`config.mk`:
```
export PLATFORM = sky130hd
export DESIGN_NAME = ofs_plat_hssi_tx_pkt_arbiter
export DESIGN_NICKNAME = d
export VERILOG_FILES = /design/src/rtl/ofs_plat_hssi_tx_pkt_arbiter.sv
export SDC_FILE = /design/constraint.sdc
export NUM_CORES = 1
export LEC_CHECK = 0
export ABC_AREA = 0
export ABC_CLOCK_PERIOD_IN_PS = 2100
export BUFFER_PORTS_ARGS = -buffer_cell sky130_fd_sc_hd__buf_2
export CORE_AREA = 2 2 176 178
export DETAILED_ROUTE_END_ITERATION = 16
export DIE_AREA = 0 0 178 180
export PLACE_DENSITY_LB_ADDON = 0.12
export SLEW_MARGIN = 0
export SYNTH_ARGS = -nofsm -noshare
export SYNTH_HDL_FRONTEND = slang
export SYNTH_SLANG_ARGS = --single-unit
```
`constraint.sdc`:
```
create_clock -name clk -period 2.1 [get_ports clk]
set_input_delay 0.525 -clock clk [delete_from_list [all_inputs] [get_ports clk]]
set_output_delay 0.525 -clock clk [all_outputs]
set_load 0.01 [all_outputs]
```
`src/rtl/ofs_plat_hssi_tx_pkt_arbiter.sv`:
```
// Packet-level round-robin arbiter sharing one HSSI TX AXI-S channel among NUM_SRC requesters.
// A granted packet runs to its tlast handshake; pause_req only blocks new grants.
//
// state | meaning
// IDLE  | no packet in flight; arbitrate (unless paused) and register winner
// BUSY  | granted source's beats muxed straight to m_* until tlast handshake
module ofs_plat_hssi_tx_pkt_arbiter #(
  parameter int NUM_SRC    = 4,
  parameter int DATA_WIDTH = 64,
  parameter int USER_WIDTH = 1,
  parameter int CNT_WIDTH  = 16,
  localparam int GW        = $clog2(NUM_SRC),
  localparam int KW        = DATA_WIDTH / 8
) (
  input  logic                            clk,
  input  logic                            rst_n,
  input  logic [NUM_SRC-1:0]              src_tvalid,
  output logic [NUM_SRC-1:0]              src_tready,
  input  logic [NUM_SRC*DATA_WIDTH-1:0]   src_tdata,
  input  logic [NUM_SRC*KW-1:0]           src_tkeep,
  input  logic [NUM_SRC-1:0]              src_tlast,
  input  logic [NUM_SRC*USER_WIDTH-1:0]   src_tuser,
  output logic                            m_tvalid,
  input  logic                            m_tready,
  output logic [DATA_WIDTH-1:0]           m_tdata,
  output logic [KW-1:0]                   m_tkeep,
  output logic                            m_tlast,
  output logic [USER_WIDTH-1:0]           m_tuser,
  input  logic                            pause_req,
  output logic                            busy,
  output logic [GW-1:0]                   grant_idx,
  output logic [NUM_SRC*CNT_WIDTH-1:0]    pkt_cnt
);

  localparam logic [0:0] IDLE = 1'b0;
  localparam logic [0:0] BUSY = 1'b1;

  logic [0:0]           state;
  logic [GW-1:0]        last_grant;
  logic [CNT_WIDTH-1:0] cnt_q [NUM_SRC];
  logic                 win_found;
  logic [GW-1:0]        win_idx;
  logic [GW:0]          rr_sum;
  logic                 in_busy;
  logic                 pkt_done;

  assign in_busy  = (state == BUSY);
  assign busy     = in_busy;
  assign pkt_done = in_busy & m_tvalid & m_tready & m_tlast;

  // Walk candidates starting one past the last grant; one spare bit absorbs the wrap.
  always_comb begin
    win_found = 1'b0;
    win_idx   = '0;
    rr_sum    = '0;
    for (int i = 1; i <= NUM_SRC; i++) begin
      rr_sum = {1'b0, last_grant} + (GW+1)'(i);
      if (rr_sum >= (GW+1)'(NUM_SRC))
        rr_sum = rr_sum - (GW+1)'(NUM_SRC);
      if (!win_found && src_tvalid[rr_sum[GW-1:0]]) begin
        win_found = 1'b1;
        win_idx   = rr_sum[GW-1:0];
      end
    end
  end

  // m_tvalid depends only on state, grant and src_tvalid, never on m_tready.
  always_comb begin
    m_tvalid   = 1'b0;
    m_tdata    = '0;
    m_tkeep    = '0;
    m_tlast    = 1'b0;
    m_tuser    = '0;
    src_tready = '0;
    if (in_busy) begin
      for (int i = 0; i < NUM_SRC; i++) begin
        if (grant_idx == GW'(i)) begin
          m_tvalid      = src_tvalid[i];
          m_tdata       = src_tdata[i*DATA_WIDTH +: DATA_WIDTH];
          m_tkeep       = src_tkeep[i*KW +: KW];
          m_tlast       = src_tlast[i];
          m_tuser       = src_tuser[i*USER_WIDTH +: USER_WIDTH];
          src_tready[i] = m_tready;
        end
      end
    end
  end

  always_ff @(posedge clk or negedge rst_n) begin
    if (!rst_n) begin
      state      <= IDLE;
      grant_idx  <= '0;
      last_grant <= GW'(NUM_SRC - 1);
    end else if (state == IDLE) begin
      if (!pause_req && win_found) begin
        grant_idx  <= win_idx;
        last_grant <= win_idx;
        state      <= BUSY;
      end
    end else if (pkt_done) begin
      state <= IDLE;
    end
  end

  always_ff @(posedge clk or negedge rst_n) begin
    if (!rst_n) begin
      for (int i = 0; i < NUM_SRC; i++)
        cnt_q[i] <= '0;
    end else if (pkt_done) begin
      for (int i = 0; i < NUM_SRC; i++)
        if (grant_idx == GW'(i))
          cnt_q[i] <= cnt_q[i] + 1'b1;
    end
  end

  for (genvar gi = 0; gi < NUM_SRC; gi++) begin : g_cnt
    assign pkt_cnt[gi*CNT_WIDTH +: CNT_WIDTH] = cnt_q[gi];
  end

endmodule

```
==> results.py, run 1 <==
metrics = {
    "logic_synthesis": {
        "synth_area_mm2": 0.00574,
        "synth_warnings": 0,
        "ys_seq_area_share_pct": 30.1,
        "synth_top_area_share_pct": 29.2,
        "synth.avg_cell_area_um2": 11.5,
        "synth_compound_area_share_pct": 2.44,
        "synthTopCellsByCount": "and2_1 (74), mux4_2 (73), dfrtp_1 (67)",
        "synth-seq-cells": 69,
        "synth_area_leaders": "dfrtp_1 (29%), mux4_2 (29%), and2_1 (8.1%)",
        "synthFlopType": "dfrtp_1",
        "synthXorXnorAreaFrac_pct": 9.15,
        "synth_top_family_by_area": "multiplexers",
        "synth_edf_count": 0,
        "netlist.top_cell.by_area": "dfrtp_1",
        "post_synth_fa_ha_maj_area_fraction_pct": 0.871,
        "yosysMostFrequentCell": "and2_1",
        "synth_async_sr_flop_share_pct": 100,
        "syn_inst": 498,
        "synth.mux.area_fraction_pct": 29.6,
        "synth_fp_nets": 806,
        "synth_simple_gate_area_share_pct": 24.4,
        "synth_cell_types": 49,
    },
    "setup_path": {
        "crit_fanout": 8,
        "cp_cell_sequence": "buf_12, buf_12, mux4_2, and2_4, buf_6",
        "startpoint_type": "flop",
        "reg2regPathDepth": 8,
        "max_stage_delay_ns": 0.52,
        "cp_top_family": "multiplexers",
        "r2r_end": "pkt_cnt[30]",
        "critPathBufInv": 3,
        "r2r_start": "grant_idx[0]",
        "critPathSlowestCell": "mux4_2",
        "critPathKind": "flop to primary output",
        "crit_top_cell": "buf_12",
        "endpoint_kind": "primary output",
        "r2r_setup_slack_ns": -0.03,
        "required_ns": 1.57,
        "arrival_ns": 1.97,
    },
    "die": {
        "die_area_mm2": 0.0320,
        "die_h_um": 180,
        "initial_utilization_pct": 19.0,
        "ios": 450,
        "fp-row-count": 64,
        "die-width_um": 178,
        "core_mm2": 0.0302,
    },
    "global_routing": {
        "grt_pass1_wl_mm": 40.3,
        "antenna_found_initial": 12,
        "grt.total_usage_pct": 16.9,
        "first_global_vias": 6388,
        "overflow": 0,
        "grt_max_degree": 76,
    },
    "final_layout": {
        "drive_gt1_share_pct": 69.5,
        "final_util_pct": 33.2,
        "stdcell_count": 1396,
        "area_growth_pct": 74.7,
        "nets": 1295,
    },
    "clock_network": {
        "clkLatencyLatePin_ns": 0.33,
        "cts_tree": "built",
        "cts-hold-fix-buffers": 0,
        "path_clk_slew_ns": 0.06,
        "numCtsBuffers": 9,
        "clock_sinks": 69,
        "cts_root_buf": "clkbuf_16",
        "h-tree-depth": 3,
        "clk_path_buf_depth": 2,
    },
    "drt": {
        "vias": 6286,
        "postRouteAntennaNets": 0,
        "first_pass_iters": 4,
        "via_per_inst": 4.50,
        "first_iter_violations": 208,
        "wl_per_cell_um": 20.5,
        "drc_errors": 0,
        "wl_mm": 28.6,
    },
    "sta": {
        "min_period_over_period_pct": 119,
        "finalCriticalPeriod_ns": 2.50,
        "whs_ns": 0.105,
        "report.final.hold_viol_count": 0,
        "relSlewSlack_pct": 69.5,
        "setup_violations": 84,
        "setup_ws_ns": -0.397,
        "slew_viol_final": 0,
        "finClkSkew_ns": 0.00780,
        "tightest_slew_ns": 0.452,
        "fmax_mhz": 401,
        "rsz0062_at_grt": "yes",
    },
    "job": {
        "cap_violations": 0,
    },
    "power_and_ir_drop": {
        "ir_drop_mv": 0.660,
        "power.leakage_nw": 4.91,
        "power_density_mw_per_mm2": 1140,
        "power.total_mw": 11.4,
    },
    "place": {
        "gp_congestion": 0.893,
        "dp_hpwl_mm": 23.7,
        "port_buffers": 449,
        "dpl.cell_count": 1353,
    },
    "outcome": {
        "status": "complete, but fails checks",
        "violations": "negative setup slack",
    },
    "worst_hold_path": {
        "hold_class": "primary input to async pin",
    },
}
where the power goes:
group	leakage, nW	switching (mW)	internal (mW)
sequential	0.930	0.281	1.50
clock	0.149	0.586	0.991
combinational	3.83	3.39	4.64
metal layers:
metal	part of all wire, %	vias up	track usage, %
li1	-	2892	-
met1	39	3139	20.1
met2	52	229	30.5
met3	7.7	22	3.91
met4	1.5	4	3.84
met5	0.087	-	0
per-stage QoR:
| stage | instance area [um2] | TNS (ns) | setup slack (ns) |
|---|---|---|---|
| 5_1_grt | 10000 | -32.00 | -0.446 |
| 4_1_cts | 9480 | -26.23 | -0.391 |
| 3_5_place_dp | 8820 | -0.636 | -0.0580 |
| 3_3_place_gp | 8820 | -0.455 | -0.0465 |
| 2_1_floorplan | 5790 | 0 | 0.00693 |
| 6_report | 10000 | -24.90 | -0.397 |
worst register-to-register path, delay by kind of cell (launching register included):
family	cells	cell delay, ns
flip-flops	1	0.55
buffers and inverters	4	0.61
AND/OR/NAND/NOR	2	0.43
AO/OA/AOI/OAI	1	0.30
XOR/XNOR	1	0.18
cells in the final DEF (no fill, tap or decap), types with 3 or more instances in the layout:
| master | count |
|---|---|
| nor4_4 | 5 |
| dfrtp_1 | 64 |
| and3_1 | 7 |
| inv_1 | 6 |
| buf_2 | 407 |
| nor3_1 | 3 |
| xor2_1 | 22 |
| buf_8 | 4 |
| clkbuf_16 | 10 |
| nor2_1 | 12 |
| nor4_2 | 7 |
| a21oi_1 | 4 |
| diode_2 | 8 |
| ha_1 | 4 |
| nand2b_1 | 3 |
| nor3_2 | 6 |
| mux2_2 | 3 |
| mux4_2 | 73 |
| nand4_1 | 30 |
| and4_1 | 3 |
| buf_6 | 60 |
| nand3_1 | 19 |
| nand2_1 | 27 |
| and2_4 | 39 |
| xnor2_1 | 38 |
| buf_4 | 24 |
| buf_12 | 14 |
| o21ai_0 | 3 |
| nor3b_1 | 3 |
| and2_1 | 35 |
sequential cells by signal (all words and copies together), names as in the netlist:
name,flops
busy,1
grant_idx,2
last_grant,2
pkt_cnt,64
worst max path at each step:
stage | start | slack (ns) | cells past startpoint | endpoint
after global routing | grant_idx[0] | -0.45 | 5 | m_tdata[22]
final | grant_idx[0] | -0.40 | 5 | m_tdata[21]
after detailed placement | grant_idx[0] | -0.06 | 5 | m_tkeep[6]
after CTS | grant_idx[0] | -0.39 | 5 | m_tdata[41]
after global placement | grant_idx[0] | -0.05 | 5 | m_tkeep[6]
after floorplan | grant_idx[0] | 0.007 | 4 | m_tdata[0]
final cells by class:
type	count	area, um2
fill	3204	20200
clock inverter	4	55.1
clock buffer	12	256
tap	396	495
antenna	8	20.0
sequential	69	1740
multi-input combinational	387	4120
timing repair buffer	512	3310
inverter	8	30.0
what timing repair did:
action,4_1_cts,5_1_grt
pin swaps,5,28
setup buffers,5,11
gates resized for setup,59,92
endpoints found under the setup margin,79,93
endpoints found under the hold margin,0,0
gates cloned,2,2
cell families after synthesis:
family,count (synthesis)
AOI/OAI and AO/OA,19
and+or+nand+nor,226
xor gates and xnor gates,60
adders and majority gates,4
muxes,78
DFF,69
buffers and inverters,42
No activity file was read; power rests on OpenSTA's default activity.
==> run 2: changes to the inputs <==
--- a/config.mk
+++ b/config.mk
@@ -7,10 +7,11 @@
 export LEC_CHECK = 0
 export ABC_AREA = 0
 export ABC_CLOCK_PERIOD_IN_PS = 2100
-export BUFFER_PORTS_ARGS = -buffer_cell sky130_fd_sc_hd__buf_2
-export CORE_AREA = 2 2 176 178
+export CORE_AREA = 2 2 175 177
 export DETAILED_ROUTE_END_ITERATION = 16
-export DIE_AREA = 0 0 178 180
+export DIE_AREA = 0 0 177 179
+export DONT_BUFFER_PORTS = 1
+export GPL_TIMING_DRIVEN = 0
 export PLACE_DENSITY_LB_ADDON = 0.12
 export SLEW_MARGIN = 0
 export SYNTH_ARGS = -nofsm -noshare
==> run 2 against run 1 <==
The flow still finishes with violations (negative setup slack). Sequential power increased by 2%. Critical endpoint is now m_tdata[28]. Die area fell by 1.1%. Non-clock buffer count is 456 lower. Setup slack worse by 0.047 ns. Core utilization decreased by 8.2 points. First-iteration DRC count increased by 51%. Largest power group unchanged. Register-to-register slack lost 0.05 ns.
==> results.py, run 2 (same netlist as run 1, synthesis figures left out) <==
metrics = {
    "sta": {
        "rsz0062_at_grt": "yes",
        "whs_ns": 0.0290,
        "setup_ws_ns": -0.444,
        "final.setup.tns_ns": -28.88,
        "fmax_mhz": 393,
        "report.final.hold_viol_count": 0,
        "setup_violations": 85,
        "tightest_slew_ns": 0.825,
        "min_period_over_period_pct": 121,
        "relSlewSlack_pct": 44.9,
        "finalCriticalPeriod_ns": 2.54,
        "slew_viol_final": 0,
        "finClkSkew_ns": 0.0105,
    },
    "power_and_ir_drop": {
        "power.internal_mw": 6.30,
        "power.total_mw": 10.5,
        "power_density_mw_per_mm2": 1400,
        "clockPowerShare_pct": 16.1,
        "ir_drop_mv": 0.381,
        "seq_power_share_pct": 17.3,
        "swShare_pct": 40.3,
        "power.switching_mw": 4.24,
        "power.leakage_nw": 2.93,
        "comb_power_share_pct": 66.6,
    },
    "die": {
        "die_area_mm2": 0.0317,
        "fp-row-count": 64,
        "die-width_um": 177,
        "ios": 450,
        "die_h_um": 179,
        "core_mm2": 0.0300,
        "initial_utilization_pct": 19.1,
    },
    "setup_path": {
        "critPathKind": "flop to primary output",
        "cp-endpoint": "m_tdata[28]",
        "reg2regPathDepth": 5,
        "r2r_end": "pkt_cnt[30]",
        "required_ns": 1.57,
        "crit_start": "grant_idx[0]",
        "arrival_ns": 2.02,
        "endpoint_kind": "primary output",
        "r2r_setup_slack_ns": -0.08,
        "r2r_start": "grant_idx[1]",
        "crit_fanout": 7,
        "startpoint_type": "flop",
    },
    "drt": {
        "vias": 4760,
        "drc_errors": 0,
        "highest_layer": "met5",
        "wl_met1_mm": 10.3,
        "wl_per_cell_um": 29.5,
        "first_pass_iters": 4,
        "wl_met3_mm": 3.09,
        "dr_wl_met2_mm": 14.1,
        "postRouteAntennaNets": 0,
        "wl_mm": 27.8,
        "first_iter_violations": 315,
        "via_per_inst": 5.05,
    },
    "outcome": {
        "violations": "negative setup slack",
        "status": "complete, but fails checks",
    },
    "final_layout": {
        "nets": 839,
        "final_util_pct": 25.0,
        "fill_cells": 3170,
        "largest_reg_flops": 64,
        "final_cell_mix": "mux4_2 (73), and2_4 (65), dfrtp_1 (65)",
        "area_growth_pct": 30.8,
        "final_common_cell": "mux4_2",
        "design_area_mm2": 0.00751,
        "drive_gt1_share_pct": 46.6,
    },
    "place": {
        "post_dp_cell_area_mm2": 0.00628,
        "port_buffers": 0,
        "gp_congestion": 0.901,
        "dp_hpwl_mm": 22.7,
    },
    "clock_network": {
        "cts_root_buf": "clkbuf_16",
        "numCtsBuffers": 9,
        "h-tree-depth": 3,
        "clkLatencyLatePin_ns": 0.33,
        "cts_tree": "built",
        "path_clk_slew_ns": 0.06,
        "clock_sinks": 69,
        "clk_path_buf_depth": 2,
    },
    "job": {
        "cap_violations": 0,
    },
    "worst_hold_path": {
        "hold_class": "primary input to async pin",
    },
    "global_routing": {
        "grt_pass1_wl_mm": 36.3,
        "overflow": 0,
        "grt.total_usage_pct": 16.1,
        "antenna_found_initial": 15,
        "first_global_vias": 4861,
        "grt_max_degree": 68,
    },
}
## run 2: cell count changes in the layout (fill, tap and decap cells not counted), sizes merged
cell and delta:
buf -471, bufinv +1, diode +2, clkinv +1, clkinvlp -1, clkbuf +14
## run 2: power groups by stage
stage	logic (mW)	registers, mW	clock network [mW]
floorplan	3.88	1.72	0
global placement	5.10	1.84	0
detailed placement	5.14	1.84	0
CTS	6.61	1.82	1.74
global route	7.49	1.86	1.80
finish	7.02	1.82	1.70
## run 2: per-stage QoR
| step | std cells | setup slack, ns |
|---|---|---|
| 2_1_floorplan | 498 | 0.00693 |
| 3_3_place_gp | 894 | -0.647 |
| 3_5_place_dp | 894 | -0.700 |
| 4_1_cts | 925 | -0.485 |
| 5_1_grt | 937 | -0.484 |
| 6_report | 942 | -0.444 |
## run 2: worst min-delay path by stage
stage          start             to  depth (start not counted)
2_1_floorplan  rst_n           busy                          0
3_3_place_gp   rst_n    pkt_cnt[37]                          0
3_5_place_dp   rst_n    pkt_cnt[36]                          0
4_1_cts        rst_n  last_grant[0]                          0
5_1_grt        rst_n  last_grant[0]                          0
6_report       rst_n  last_grant[0]                          0
## run 2: critical path, cell delays in order, from the launching register on
cell and delay, ns:
dfrtp_2 0.46, buf_12 0.17, buf_16 0.15, clkbuf_16 0.16, mux4_2 0.54, and2_4 0.20
## run 2: what timing repair did
item,4_1_cts,5_1_grt
hold buffers,1,0
resized for setup,132,45
pin swaps,12,6
endpoints found under the setup margin,114,121
cloned,2,5
endpoints found under the hold margin,67,0
setup buffers,13,5
## run 2: area by class of cell
| cell class | instances | area, um2 | area share [%] |
|---|---|---|---|
| Sequential cell | 69 | 1730 | 23.0 |
| Clock inverter | 5 | 82.6 | 1.10 |
| Clock buffer | 11 | 243 | 3.23 |
| Tap cell | 396 | 495 | 6.59 |
| Inverter | 8 | 30.0 | 0.400 |
| Timing Repair Buffer | 22 | 345 | 4.60 |
| Multi-Input combinational cell | 387 | 4130 | 55.0 |
| Antenna cell | 10 | 25.0 | 0.333 |
| Buffer | 34 | 427 | 5.68 |
## run 2: layer usage
| layer | GRT usage (%) | vias up |
|---|---|---|
| met4 | 4.51 | 4 |
| met5 | 0 | - |
| met1 | 18.1 | 2460 |
| met3 | 7.00 | 21 |
| li1 | - | 1986 |
| met2 | 27.8 | 289 |
==> run 3: changes to the inputs <==
--- a/config.mk
+++ b/config.mk
@@ -7,12 +7,15 @@
 export LEC_CHECK = 0
 export ABC_AREA = 0
 export ABC_CLOCK_PERIOD_IN_PS = 2100
-export CORE_AREA = 2 2 175 177
+export CELL_PAD_IN_SITES_DETAIL_PLACEMENT = 2
+export CELL_PAD_IN_SITES_GLOBAL_PLACEMENT = 2
+export CORE_AREA = 10 10 167 169
 export DETAILED_ROUTE_END_ITERATION = 16
 export DIE_AREA = 0 0 177 179
 export DONT_BUFFER_PORTS = 1
 export GPL_TIMING_DRIVEN = 0
 export PLACE_DENSITY_LB_ADDON = 0.12
+export SKIP_CTS_REPAIR_TIMING = 1
 export SLEW_MARGIN = 0
 export SYNTH_ARGS = -nofsm -noshare
 export SYNTH_HDL_FRONTEND = slang
==> run 3 against run 2 <==
The flow still finishes with violations (negative setup slack). Clock skew is 0.0054 ns lower. Wire length is 20% higher. Clock power is 6% higher. First-iteration DRC count decreased by 36%. Non-clock buffer count increased by 4. Global-route usage grew 3.2 points. Sequential power is essentially flat. Largest power group unchanged.
==> results.py, run 3 (same netlist as run 1, synthesis figures left out) <==
metrics = {
    "final_layout": {
        "final_common_cell": "mux4_2",
        "stdcell_count": 882,
        "drive_gt1_share_pct": 47.2,
        "final_cell_mix": "mux4_2 (73), and2_4 (65), dfrtp_1 (64)",
        "area_growth_pct": 29.2,
        "largest_reg_flops": 64,
        "nets": 843,
    },
    "die": {
        "ios": 450,
        "core_mm2": 0.0247,
        "initial_utilization_pct": 23.2,
        "die_h_um": 179,
        "die_area_mm2": 0.0317,
        "fp-row-count": 58,
        "die-width_um": 177,
    },
    "sta": {
        "setup_violations": 99,
        "tightest_slew_ns": 0.873,
        "final.setup.tns_ns": -31.34,
        "min_period_over_period_pct": 121,
        "setup_ws_ns": -0.433,
        "relSlewSlack_pct": 41.7,
        "rsz0062_at_grt": "yes",
        "finClkSkew_ns": 0.00508,
        "report.final.hold_viol_count": 0,
        "fmax_mhz": 395,
        "slew_viol_final": 0,
        "finalCriticalPeriod_ns": 2.53,
    },
    "job": {
        "cap_violations": 0,
    },
    "setup_path": {
        "crit_fanout": 10,
        "endpoint_kind": "primary output",
        "crit_top_cell": "buf_12",
        "r2r_setup_slack_ns": -0.20,
        "critPathBufInv": 3,
        "max_stage_delay_ns": 0.49,
        "startpoint_type": "flop",
        "critPathSlowestCell": "mux4_2",
        "cp_cell_sequence": "buf_12, buf_16, buf_12, mux4_2, and2_1",
        "arrival_ns": 2.01,
        "required_ns": 1.57,
        "cp_top_family": "multiplexers",
        "critPathKind": "flop to primary output",
    },
    "drt": {
        "wl_mm": 33.2,
        "wl_per_cell_um": 37.7,
        "wl_met3_mm": 4.63,
        "vias": 4862,
        "via_per_inst": 5.51,
        "postRouteAntennaNets": 0,
        "dr_wl_met2_mm": 17.2,
        "first_pass_iters": 4,
        "drc_errors": 0,
        "wl_met1_mm": 10.8,
        "first_iter_violations": 202,
        "highest_layer": "met5",
    },
    "clock_network": {
        "clk_path_buf_depth": 2,
        "cts_tree": "built",
        "cts_root_buf": "clkbuf_16",
        "path_clk_slew_ns": 0.06,
        "h-tree-depth": 3,
        "clkLatencyLatePin_ns": 0.34,
        "numCtsBuffers": 9,
        "clock_sinks": 69,
    },
    "global_routing": {
        "grt_pass1_wl_mm": 43.7,
        "overflow": 0,
        "antenna_found_initial": 14,
        "grt.total_usage_pct": 19.3,
        "grt_max_degree": 70,
        "first_global_vias": 5288,
    },
    "power_and_ir_drop": {
        "clockPowerShare_pct": 17.1,
        "power.switching_mw": 4.28,
        "ir_drop_mv": 0.386,
        "swShare_pct": 40.5,
        "comb_power_share_pct": 65.5,
        "seq_power_share_pct": 17.3,
        "power.internal_mw": 6.29,
        "power_density_mw_per_mm2": 1420,
        "power.leakage_nw": 2.94,
    },
    "outcome": {
        "violations": "negative setup slack",
        "status": "complete, but fails checks",
    },
    "place": {
        "dp_hpwl_mm": 28.0,
        "port_buffers": 0,
        "gp_congestion": 0.975,
        "dpl.cell_count": 828,
    },
    "worst_hold_path": {
        "hold_class": "primary input to async pin",
    },
}
==> run 3: cell count changes in the layout (fill, tap and decap cells not counted), sizes merged <==
cell and delta:
buf +5, clkinv -2, diode +2, bufinv +1, clkbuf -1, clkinvlp +1
==> run 3: power groups by stage <==
stage	clock network, mW	registers, mW	logic, mW
2_1_floorplan	0	1.72	3.88
3_3_place_gp	0	1.84	5.11
3_5_place_dp	0	1.85	5.18
4_1_cts	1.87	1.83	5.19
5_1_grt	1.94	1.87	7.41
6_report	1.81	1.83	6.92
==> run 3: metal layers <==
metal  vias up  track usage, %
li1       1990               -
met1      2544            19.9
met2       279            33.4
met3        39            10.8
met4        10            4.80
met5         -               0
==> run 3: through the flow <==
step / worst slack (ns) / hold slack (ns) / utilization [%] / area, um2 / power [mW]
after CTS: -1.05 / -0.135 / 26.5 / 6550 / 8.89
after detailed placement: -0.682 / 0.233 / 25.1 / 6200 / 7.03
final: -0.433 / 0.0353 / 30.0 / 7420 / 10.6
after floorplan: 0.00693 / 0.229 / - / 5790 / 5.60
after global routing: -0.533 / 0.0175 / 29.9 / 7400 / 11.2
after global placement: -0.654 / 0.233 / 25.1 / 6200 / 6.95
==> run 3: final timing paths <==
| check | cells past startpoint | to | start |
|---|---|---|---|
| max in group asynchronous | 1 | grant_idx[1] | rst_n |
| worst min register to register | 1 | pkt_cnt[31] | pkt_cnt[31] |
| worst min-delay path | 0 | last_grant[1] | rst_n |
| worst max register to register | 5 | pkt_cnt[22] | grant_idx[1] |
| worst max-delay path | 5 | m_tdata[13] | grant_idx[0] |
| min in group clk | 3 | last_grant[0] | pause_req |
==> run 3: cell type report <==
class | count | area, um2
Clock buffer | 11 | 243
Antenna cell | 12 | 30.0
Sequential cell | 69 | 1730
Timing Repair Buffer | 27 | 317
Buffer | 33 | 392
Multi-Input combinational cell | 387 | 4160
Fill cell | 2652 | 17300
Clock inverter | 5 | 106
Tap cell | 330 | 413
Inverter | 8 | 30.0
